--- config.mk ---
export PLATFORM = sky130hd
export DESIGN_NAME = controller_fsm
export DESIGN_NICKNAME = d
export VERILOG_FILES = /design/src/rtl/controller_fsm_pkg.sv /design/src/rtl/controller_fsm_cond_eval.sv /design/src/rtl/controller_fsm.sv
export SDC_FILE = /design/constraint.sdc
export NUM_CORES = 1
export LEC_CHECK = 0
export ABC_CLOCK_PERIOD_IN_PS = 2000
export CAP_MARGIN = 20
export CORE_MARGIN = 2
export CORE_UTILIZATION = 36
export CTS_CLUSTER_SIZE = 28
export DETAILED_ROUTE_END_ITERATION = 10
export PLACE_DENSITY = 0.8
export SLEW_MARGIN = 15
export SYNTH_ARGS = -nofsm -noshare
export SYNTH_HDL_FRONTEND = slang
export SYNTH_SLANG_ARGS = --single-unit
--- constraint.sdc ---
create_clock -name clk -period 2 [get_ports clk]
set_input_delay 0.2 -clock clk [delete_from_list [all_inputs] [get_ports clk]]
set_output_delay 0.2 -clock clk [all_outputs]
set_load 0.01 [all_outputs]
--- src/rtl/controller_fsm_pkg.sv ---
// Shared definitions for the multi-cycle controller: FSM states, instruction
// field encodings, PSR bit positions, branch conditions and result selects.
// Instruction layout: [15:12] opcode, [11:8] rdest/cond, [7:4] ext, [3:0] rsrc/imm.
package controller_fsm_pkg;

  typedef enum logic [2:0] {
    ST_FETCH  = 3'd0,
    ST_DECODE = 3'd1,
    ST_EXEC   = 3'd2,
    ST_MEM    = 3'd3,
    ST_WB     = 3'd4
  } state_e;

  // Primary opcodes (instr[15:12]); the immediate ALU opcodes reuse the
  // register-form extended-opcode values so alu_cond is the same code either way.
  localparam logic [3:0] OP_REG   = 4'h0;
  localparam logic [3:0] OP_ANDI  = 4'h1;
  localparam logic [3:0] OP_ORI   = 4'h2;
  localparam logic [3:0] OP_XORI  = 4'h3;
  localparam logic [3:0] OP_MEM   = 4'h4;
  localparam logic [3:0] OP_ADDI  = 4'h5;
  localparam logic [3:0] OP_ADDUI = 4'h6;
  localparam logic [3:0] OP_ADDCI = 4'h7;
  localparam logic [3:0] OP_SHIFT = 4'h8;
  localparam logic [3:0] OP_SUBI  = 4'h9;
  localparam logic [3:0] OP_SUBCI = 4'hA;
  localparam logic [3:0] OP_BCOND = 4'hC;
  localparam logic [3:0] OP_MOVI  = 4'hD;

  // Extended opcodes (instr[7:4]) under OP_REG
  localparam logic [3:0] EXT_AND  = 4'h1;
  localparam logic [3:0] EXT_OR   = 4'h2;
  localparam logic [3:0] EXT_XOR  = 4'h3;
  localparam logic [3:0] EXT_ADD  = 4'h5;
  localparam logic [3:0] EXT_ADDU = 4'h6;
  localparam logic [3:0] EXT_ADDC = 4'h7;
  localparam logic [3:0] EXT_SUB  = 4'h9;
  localparam logic [3:0] EXT_SUBC = 4'hA;
  localparam logic [3:0] EXT_MOV  = 4'hD;

  // Extended opcodes under OP_SHIFT
  localparam logic [3:0] EXT_LSHI_L = 4'h0;
  localparam logic [3:0] EXT_LSHI_R = 4'h1;
  localparam logic [3:0] EXT_LSH    = 4'h4;

  // Extended opcodes under OP_MEM
  localparam logic [3:0] EXT_LOAD  = 4'h0;
  localparam logic [3:0] EXT_STOR  = 4'h4;
  localparam logic [3:0] EXT_JAL   = 4'h8;
  localparam logic [3:0] EXT_JCOND = 4'hC;

  // PSR bit positions
  localparam int PSR_C = 0;
  localparam int PSR_L = 2;
  localparam int PSR_F = 5;
  localparam int PSR_Z = 6;
  localparam int PSR_N = 7;

  // Branch / jump condition codes (instr[11:8])
  localparam logic [3:0] COND_EQ = 4'h0;
  localparam logic [3:0] COND_NE = 4'h1;
  localparam logic [3:0] COND_CS = 4'h2;
  localparam logic [3:0] COND_CC = 4'h3;
  localparam logic [3:0] COND_GT = 4'h6;
  localparam logic [3:0] COND_LE = 4'h7;
  localparam logic [3:0] COND_UC = 4'hE;

  // choose_result encodings for the result mux
  localparam logic [1:0] CHOOSE_ALU   = 2'b00;
  localparam logic [1:0] CHOOSE_SHIFT = 2'b01;
  localparam logic [1:0] CHOOSE_IMM   = 2'b10;
  localparam logic [1:0] CHOOSE_LINK  = 2'b11;

  // Instruction classes the FSM cares about
  typedef enum logic [3:0] {
    K_NOP, K_ALU_R, K_ALU_I, K_SHIFT_R, K_SHIFT_I,
    K_LOAD, K_STOR, K_BCOND, K_JCOND, K_JAL
  } kind_e;

  function automatic logic is_alu_code(input logic [3:0] c);
    return c inside {EXT_AND, EXT_OR, EXT_XOR, EXT_ADD, EXT_ADDU,
                     EXT_ADDC, EXT_SUB, EXT_SUBC, EXT_MOV};
  endfunction

  function automatic logic is_logical_imm(input logic [15:0] instr);
    return instr[15:12] inside {OP_ANDI, OP_ORI, OP_XORI};
  endfunction

  // Anything not recognised falls out as K_NOP
  function automatic kind_e decode_kind(input logic [15:0] instr);
    logic [3:0] op;
    logic [3:0] ext;
    kind_e      k;
    op  = instr[15:12];
    ext = instr[7:4];
    k   = K_NOP;
    if (op == OP_REG) begin
      if (is_alu_code(ext)) k = K_ALU_R;
    end else if (op == OP_SHIFT) begin
      if (ext == EXT_LSH) k = K_SHIFT_R;
      else if (ext == EXT_LSHI_L || ext == EXT_LSHI_R) k = K_SHIFT_I;
    end else if (op == OP_MEM) begin
      case (ext)
        EXT_LOAD:  k = K_LOAD;
        EXT_STOR:  k = K_STOR;
        EXT_JAL:   k = K_JAL;
        EXT_JCOND: k = K_JCOND;
        default:   k = K_NOP;
      endcase
    end else if (op == OP_BCOND) begin
      k = K_BCOND;
    end else if (is_alu_code(op)) begin
      k = K_ALU_I;
    end
    return k;
  endfunction

endpackage

--- src/rtl/controller_fsm_cond_eval.sv ---
// Condition evaluator: maps PSR flags and a 4-bit condition code to a taken flag.
// Macro CONTROLLER_FSM_COND_BRANCH_EN enables the full condition table; without
// it only the unconditional code is taken and the PSR is ignored.
module controller_fsm_cond_eval
  import controller_fsm_pkg::*;
(
  input  logic [7:0] psr,
  input  logic [3:0] cond,
  output logic       taken
);

`ifdef CONTROLLER_FSM_COND_BRANCH_EN
  logic unused_psr;
  assign unused_psr = ^psr[5:1];

  // Full condition table against the current flags
  always_comb begin
    taken = 1'b0;
    case (cond)
      COND_EQ: taken = psr[PSR_Z];
      COND_NE: taken = ~psr[PSR_Z];
      COND_CS: taken = psr[PSR_C];
      COND_CC: taken = ~psr[PSR_C];
      COND_GT: taken = psr[PSR_N];
      COND_LE: taken = ~psr[PSR_N];
      COND_UC: taken = 1'b1;
      default: taken = 1'b0;
    endcase
  end
`else
  logic unused_psr;
  assign unused_psr = ^psr;

  // Only the unconditional code is taken
  always_comb begin
    taken = (cond == COND_UC);
  end
`endif

endmodule

--- src/rtl/controller_fsm.sv ---
// Multi-cycle controller FSM: FETCH -> DECODE -> EXEC -> (MEM) -> (WB) -> FETCH.
// Optional macro CONTROLLER_FSM_COND_BRANCH_EN (see controller_fsm_cond_eval).
// Outputs are decoded from the current state and the latched instruction; reset
// forces every output low in the same cycle it is asserted.
// Memory handshake: mem_req is held high for as long as the FSM waits; the
// access completes in the cycle where mem_req=1 and mem_ready=1, and the FSM
// moves on at the following edge. No enable fires while waiting.
module controller_fsm
  import controller_fsm_pkg::*;
(
  input  logic        clk,
  input  logic        reset,
  input  logic [15:0] instr,
  input  logic [7:0]  psr,
  input  logic        mem_ready,
  output logic        mem_req,
  output logic        mem_we,
  output logic        next_instruction,
  output logic        pc_en,
  output logic        psr_en,
  output logic        update_address,
  output logic        store_reg,
  output logic        write_data,
  output logic        reg_write,
  output logic        zero_extend,
  output logic        pc_instruction,
  output logic        src_b,
  output logic        result_en,
  output logic        immediate_reg_en,
  output logic [3:0]  alu_cond,
  output logic [3:0]  shifter_control,
  output logic [3:0]  shift_amt,
  output logic [1:0]  choose_result,
  output logic        jump_en,
  output logic        branch_en,
  output logic        jal_en,
  output logic [2:0]  state
);

  state_e state_q, state_d;
  kind_e  kind;
  logic   cond_taken;

  assign kind  = decode_kind(instr);
  assign state = state_q;

  controller_fsm_cond_eval cond_eval (
    .psr   (psr),
    .cond  (instr[11:8]),
    .taken (cond_taken)
  );

  // State register with synchronous reset
  always_ff @(posedge clk) begin
    if (reset) state_q <= ST_FETCH;
    else       state_q <= state_d;
  end

  // Next-state logic; illegal encodings fall back to FETCH
  always_comb begin
    state_d = ST_FETCH;
    case (state_q)
      ST_FETCH:  state_d = mem_ready ? ST_DECODE : ST_FETCH;
      ST_DECODE: state_d = ST_EXEC;
      ST_EXEC: begin
        case (kind)
          K_ALU_R, K_ALU_I, K_SHIFT_R, K_SHIFT_I, K_JAL: state_d = ST_WB;
          K_LOAD, K_STOR:                                state_d = ST_MEM;
          default:                                       state_d = ST_FETCH;
        endcase
      end
      ST_MEM: begin
        if (!mem_ready)          state_d = ST_MEM;
        else if (kind == K_LOAD) state_d = ST_WB;
        else                     state_d = ST_FETCH;
      end
      ST_WB:   state_d = ST_FETCH;
      default: state_d = ST_FETCH;
    endcase
  end

  // Output decode; everything defaults low and reset overrides all states
  always_comb begin
    mem_req          = 1'b0;
    mem_we           = 1'b0;
    next_instruction = 1'b0;
    pc_en            = 1'b0;
    psr_en           = 1'b0;
    update_address   = 1'b0;
    store_reg        = 1'b0;
    write_data       = 1'b0;
    reg_write        = 1'b0;
    zero_extend      = 1'b0;
    pc_instruction   = 1'b0;
    src_b            = 1'b0;
    result_en        = 1'b0;
    immediate_reg_en = 1'b0;
    alu_cond         = 4'h0;
    shifter_control  = 4'h0;
    shift_amt        = 4'h0;
    choose_result    = CHOOSE_ALU;
    jump_en          = 1'b0;
    branch_en        = 1'b0;
    jal_en           = 1'b0;
    if (!reset) begin
      case (state_q)
        ST_FETCH: begin
          mem_req        = 1'b1;
          update_address = 1'b1;
          if (mem_ready) begin
            next_instruction = 1'b1;
            pc_en            = 1'b1;
          end
        end
        ST_DECODE: begin
          immediate_reg_en = 1'b1;
          zero_extend      = is_logical_imm(instr);
        end
        ST_EXEC: begin
          case (kind)
            K_ALU_R, K_ALU_I: begin
              alu_cond      = (kind == K_ALU_R) ? instr[7:4] : instr[15:12];
              src_b         = (kind == K_ALU_R);
              result_en     = 1'b1;
              psr_en        = 1'b1;
              choose_result = CHOOSE_ALU;
            end
            K_SHIFT_R, K_SHIFT_I: begin
              shifter_control = instr[7:4];
              shift_amt       = instr[3:0];
              src_b           = (kind == K_SHIFT_R);
              result_en       = 1'b1;
              choose_result   = CHOOSE_SHIFT;
            end
            K_BCOND: begin
              if (cond_taken) begin
                pc_en          = 1'b1;
                branch_en      = 1'b1;
                pc_instruction = 1'b1;
              end
            end
            K_JCOND: begin
              if (cond_taken) begin
                pc_en   = 1'b1;
                jump_en = 1'b1;
              end
            end
            K_JAL: begin
              pc_en         = 1'b1;
              jal_en        = 1'b1;
              result_en     = 1'b1;
              choose_result = CHOOSE_LINK;
            end
            default: ;
          endcase
        end
        ST_MEM: begin
          mem_req        = 1'b1;
          update_address = 1'b0;
          mem_we         = (kind == K_STOR);
          store_reg      = (kind == K_STOR);
        end
        ST_WB: begin
          reg_write  = 1'b1;
          write_data = (kind != K_LOAD);
        end
        default: ;
      endcase
    end
  end

endmodule

# After elaboration in Yosys (flattened, before gate mapping)
# Cells that the tools add are included.
[word_totals] register_bits=3
[classes] eq_ne=39 n_reduce_logical=13 mux=66
[op_table] op="4-bit == test (second input constant)" count=13
[op_table] op="4-bit two-way mux" count=13
[op_table] op="4-bit by 3-bit == test with 1-bit output (second input constant)" count=12
[op_table] op="1-bit two-way mux" count=38
[op_table] op="4-bit by 2-bit == test with 1-bit output (second input constant)" count=6
[op_table] op="9-bit nonzero test" count=2
[op_table] op="4-bit case mux with 4 select lines" count=1
[op_table] op="3-bit two-way mux" count=5
[op_table] op="4-bit by 1-bit == test with 1-bit output (second input constant)" count=3
[op_table] op="3-bit case mux with 4 select lines" count=1
[op_table] op="2-bit OR reduction" count=5
[op_table] op="4-bit logical NOT" count=2
[op_table] op="3-bit by 2-bit == test with 1-bit output (second input constant)" count=2
[op_table] op="2-bit two-way mux" count=3
[op_table] op="1-bit case mux with 2 select lines" count=3
[op_table] op="3-bit case mux with 2 select lines" count=1
[op_table] op="5-bit OR reduction" count=1
[op_table] op="4-bit by 3-bit != test with 1-bit output (second input constant)" count=1
[op_table] op="2-bit case mux with 2 select lines" count=1
[op_table] op="3-bit by 1-bit == test with 1-bit output (second input constant)" count=1
[op_table] op="3-bit == test (second input constant)" count=1
[op_table] op="3-bit logical NOT" count=1
[op_table] op="3-bit nonzero test" count=1
[op_table] op="1-bit logical OR" count=1

# Depth between registers and ports, before layout
[logic_depth] ltp_word=12 ltp_mapped=7 mapped_depth_nobuf=5

# By module
# From an unflattened synthesis, not the netlist that was laid out.
[hier_totals] cells_unflattened=116 hier_area_um2=773.2
[modules_own_cells] module="controller_fsm" cells_each=115 area_per_inst_um2=763.2 seq_area_each_um2=60.1 instances=1
[modules_own_cells] module="controller_fsm_cond_eval" cells_each=1 area_per_inst_um2=10.0 seq_area_each_um2=0.0 instances=1

# Worst setup path after synthesis
# OpenSTA, ideal clock, no wires.
[synth_path] kind="register to output" startpoint="reg state_q[0], in the netlist state[0]" endpoint="out choose_result[1]" slack_ps=71 path_stages_with_launch=7 t_required_ps=1800 arrival_ps=1729 path_cell_list="dfxtp_1 > clkbuf_1 > nor4b_2 > nand2_1 > or2_2 > nor2_1 > buf_4"
[synth_via] elab_chain_len=3
[synth_lines] element="from (decl)" line_no="controller_fsm.sv:40" text="state_e state_q, state_d;"
[synth_lines] element="from (signal assigned)" line_no="controller_fsm.sv:56" text="else state_q <= state_d;"
[synth_lines] element="3-bit by 2-bit == test with 1-bit output" line_no="controller_fsm.sv:106" text="case (state_q)"
[synth_lines] element="2-bit two-way mux" line_no="controller_fsm.sv:106"
[synth_lines] element="2-bit two-way mux" line_no="controller_fsm.sv:105" text="if (!reset) begin"
[synth_lines] element="to (decl)" line_no="controller_fsm.sv:33" text="output logic [1:0] choose_result,"
# No other way between the ends.

# Worst setup path after layout
[layout_path] startpoint="in instr[5]" endpoint="out alu_cond[0]"
[layout_via] elab_chain_len=11 word_cells_on_any_way=29 cone_classes="eq/ne (14); mux (11); reduce/logical (4)"
[layout_lines] element="from (decl)" line_no="controller_fsm.sv:13" text="input logic [15:0] instr,"
[layout_lines] element="parallel branches: the longest is 5 deep, another holds 4-bit == test"
[layout_lines] element="4-bit two-way mux *" line_no="controller_fsm_pkg.sv:97" text="if (op == OP_REG) begin"
[layout_lines] element="4-bit by 1-bit == test with 1-bit output or 4-bit by 2-bit == test with 1-bit output (tied branches)" line_no="controller_fsm.sv:120, controller_fsm.sv:122"
[layout_lines] element="4-bit two-way mux or 2-bit OR reduction (tied branches)" line_no="controller_fsm.sv:122, controller_fsm.sv:120"
[layout_lines] element="4-bit two-way mux *" line_no="controller_fsm.sv:120" text="case (kind)"
[layout_lines] element="4-bit two-way mux *" line_no="controller_fsm.sv:106"
[layout_lines] element="4-bit two-way mux *" line_no="controller_fsm.sv:105"
[layout_lines] element="to (decl)" line_no="controller_fsm.sv:30" text="output logic [3:0] alu_cond,"
# Mark *: on every way between the ends.

==> reports/results.tsv <==
metric	value	unit
status	complete, but fails checks	
violations	negative setup slack	
min_path_type	in2reg	
syn_inst	139	
use_met2	0.585	
path_class	in2out	
vias	1653	
start_kind	primary input	
worstPathRequired	1.80	ns
antenna_left	0	
grt_pass1_wl	6790	um
antenna_found_initial	0	
grt-ovfl-total	0	
power.density	253	nW/um2
fmax	499	MHz
stdcell_area	2070	um2
placeableCoreArea	2450	um2
use_met1	0.350	
cts.sinks	3	
ys_ff_latch	3	
synth_top_family_by_area	simple AND/OR/NAND/NOR gates	
use_met3	0.0246	
synth_area	932	um2
ios	61	
largest_reg_flops	3	
io_buffers	50	
root_buffer	clkbuf_4	
cts_buffer_depth	2	
yosys-mux-area-fraction	0.0215	
fin_crit	2.01	ns
min_from	instr[12]	
hpwlAfterDp	3290	um
leakagePower	0.000982	uW
timing.final.max_slew_violations	0	
postSynthAreaPerCell	6.71	um2
clkTransAtPathRegs	0.04	ns
layout_commonest_cell	buf_4	
die_w	54.9	um
cap_violations	0	
synth_xor_area_frac	0	
cts_made_buffers	3	
synth_simple_gate_area_frac	0.464	
ys_seq_area_frac	0.0644	
num_rows	18	
finalClockSkew	0.00249	ns
diodes	0	
internal-power	323	uW
gp_congestion	0.856	
switchingPower	203	uW
drtIter0Drc	46	
first_pass_iters	4	
pwr-share-seq	0.126	
fin_crit_sh	1.00	
final_cell_mix	61 x buf_4, 22 x buf_2, 14 x clkdlybuf4s50_1	
cp_max_fo	4	
grt_busiest_layer	met2	
ys_warn_count	0	
cts_tree	yes	
arrival	1.81	ns
synth-adder-area-share	0	
grt_pass1_vias	1510	
grt_max_degree	11	
dpl_cell_area	1790	um2
crit_path_end_kind	primary output	
async_flop_share	0	
setup_viol	4	
area_delta_synth_final	123	%
combPwrFrac	0.675	
die_h	54.9	um
nets	282	
clock_latency	0.23	ns
drt-total-wl	5210	um
reg2reg_from	state[2]	
worst_slack	-0.00534	ns
hold_viol_final	0	
vias_per_cell	5.82	
synthDistinctLibCells	52	
start_util	0.380	
dp_slack	-0.813	ns
dieArea	3010	um2
peakVddDrop	319	uV
drc	0	
swShare	0.386	
h-tree-depth	1	
cts_hold_buffers	0	
track_usage	0.313	
clockPowerShare	0.200	
wl_per_cell	18.3	um
crit_start	instr[5]	
synth_compound_area_frac	0.340	
p_total	525	uW
ys.flop_type	dfxtp_1	
synth-edff-count	0	
drive_gt1_frac	0.571	
rsz0062_at_grt	true	
cells in the mapped netlist, drive strengths merged (3+ instances only):
| library cell | n | area share |
|---|---|---|
| or2 | 4 | 0.030 |
| and2 | 9 | 0.060 |
| nor4b | 5 | 0.067 |
| inv | 3 | 0.012 |
| o21ai | 5 | 0.027 |
| dfxtp | 3 | 0.064 |
| nor2b | 4 | 0.027 |
| buf | 11 | 0.086 |
| o211ai | 3 | 0.030 |
| nand2b | 3 | 0.020 |
| nor3 | 5 | 0.032 |
| a21oi | 12 | 0.064 |
| o21a | 5 | 0.040 |
| a31oi | 4 | 0.034 |
| nand2 | 10 | 0.040 |
| nor2 | 18 | 0.072 |
cell families (layout without fill, tap and decap cells):
kind of cell           count (synthesis)  after routing
AOI/OAI and AO/OA                     45             45
buffers and inverters                 16            130
DFF                                    3              3
muxes                                  2              2
other                                  1              2
and+or+nand+nor                       72             72
critical path: stages:
cell and delay, ns:
buf_4 0.13, buf_4 0.15, or2_1 0.24, buf_4 0.18
o221ai_1 0.29, a21oi_1 0.12, o211ai_1 0.13, buf_4 0.18
nor2_1 0.04, buf_2 0.14
worst paths after layout:
| kind | endpoint | slack (ns) | cells past startpoint |
|---|---|---|---|
| max | alu_cond[0] | -0.005 | 10 |
| min | state[0] | 0.64 | 5 |
| min reg2reg | state[1] | 0.73 | 3 |
| max reg2reg | state[2] | 0.20 | 8 |
metal layers:
layer / wire length, um / vias to the layer above
met1: 1990 / 780
li1: - / 748
met4: 259 / 0
met5: 0 / -
met2: 2670 / 97
met3: 284 / 28
power by group through the flow:
stage	sequential, uW	clock (uW)	combinational, uW
after floorplan	66.9	0	118
after global placement	65.4	0	272
after detailed placement	65.7	0	278
after CTS	64.8	109	316
after global routing	66.2	116	370
final	66.1	105	354
metrics by stage:
stage / TNS (ns) / std cells / util / hold slack [ns]
global route: -0.459 / 284 / 0.845 / 0.648
global placement: -16.73 / 261 / 0.730 / 0.646
CTS: -0.0255 / 281 / 0.808 / 0.685
finish: -0.0112 / 284 / 0.845 / 0.644
detailed placement: -17.48 / 261 / 0.730 / 0.667
floorplan: 0 / 140 / - / 0.394
layout make-up:
class | instances | area (um2)
timing repair buffer | 123 | 970
multi-input combinational | 121 | 967
fill | 146 | 380
sequential | 3 | 62.6
tap | 30 | 37.5
clock buffer | 4 | 26.3
inverter | 3 | 11.3
repair_timing:
action | CTS | global route
gates resized for setup | 139 | 37
setup buffers | 16 | 4
endpoints found under the setup margin | 30 | 23
pin swaps | 27 | 21
cloned | 0 | 0
Power figures use the tool's default switching activity.
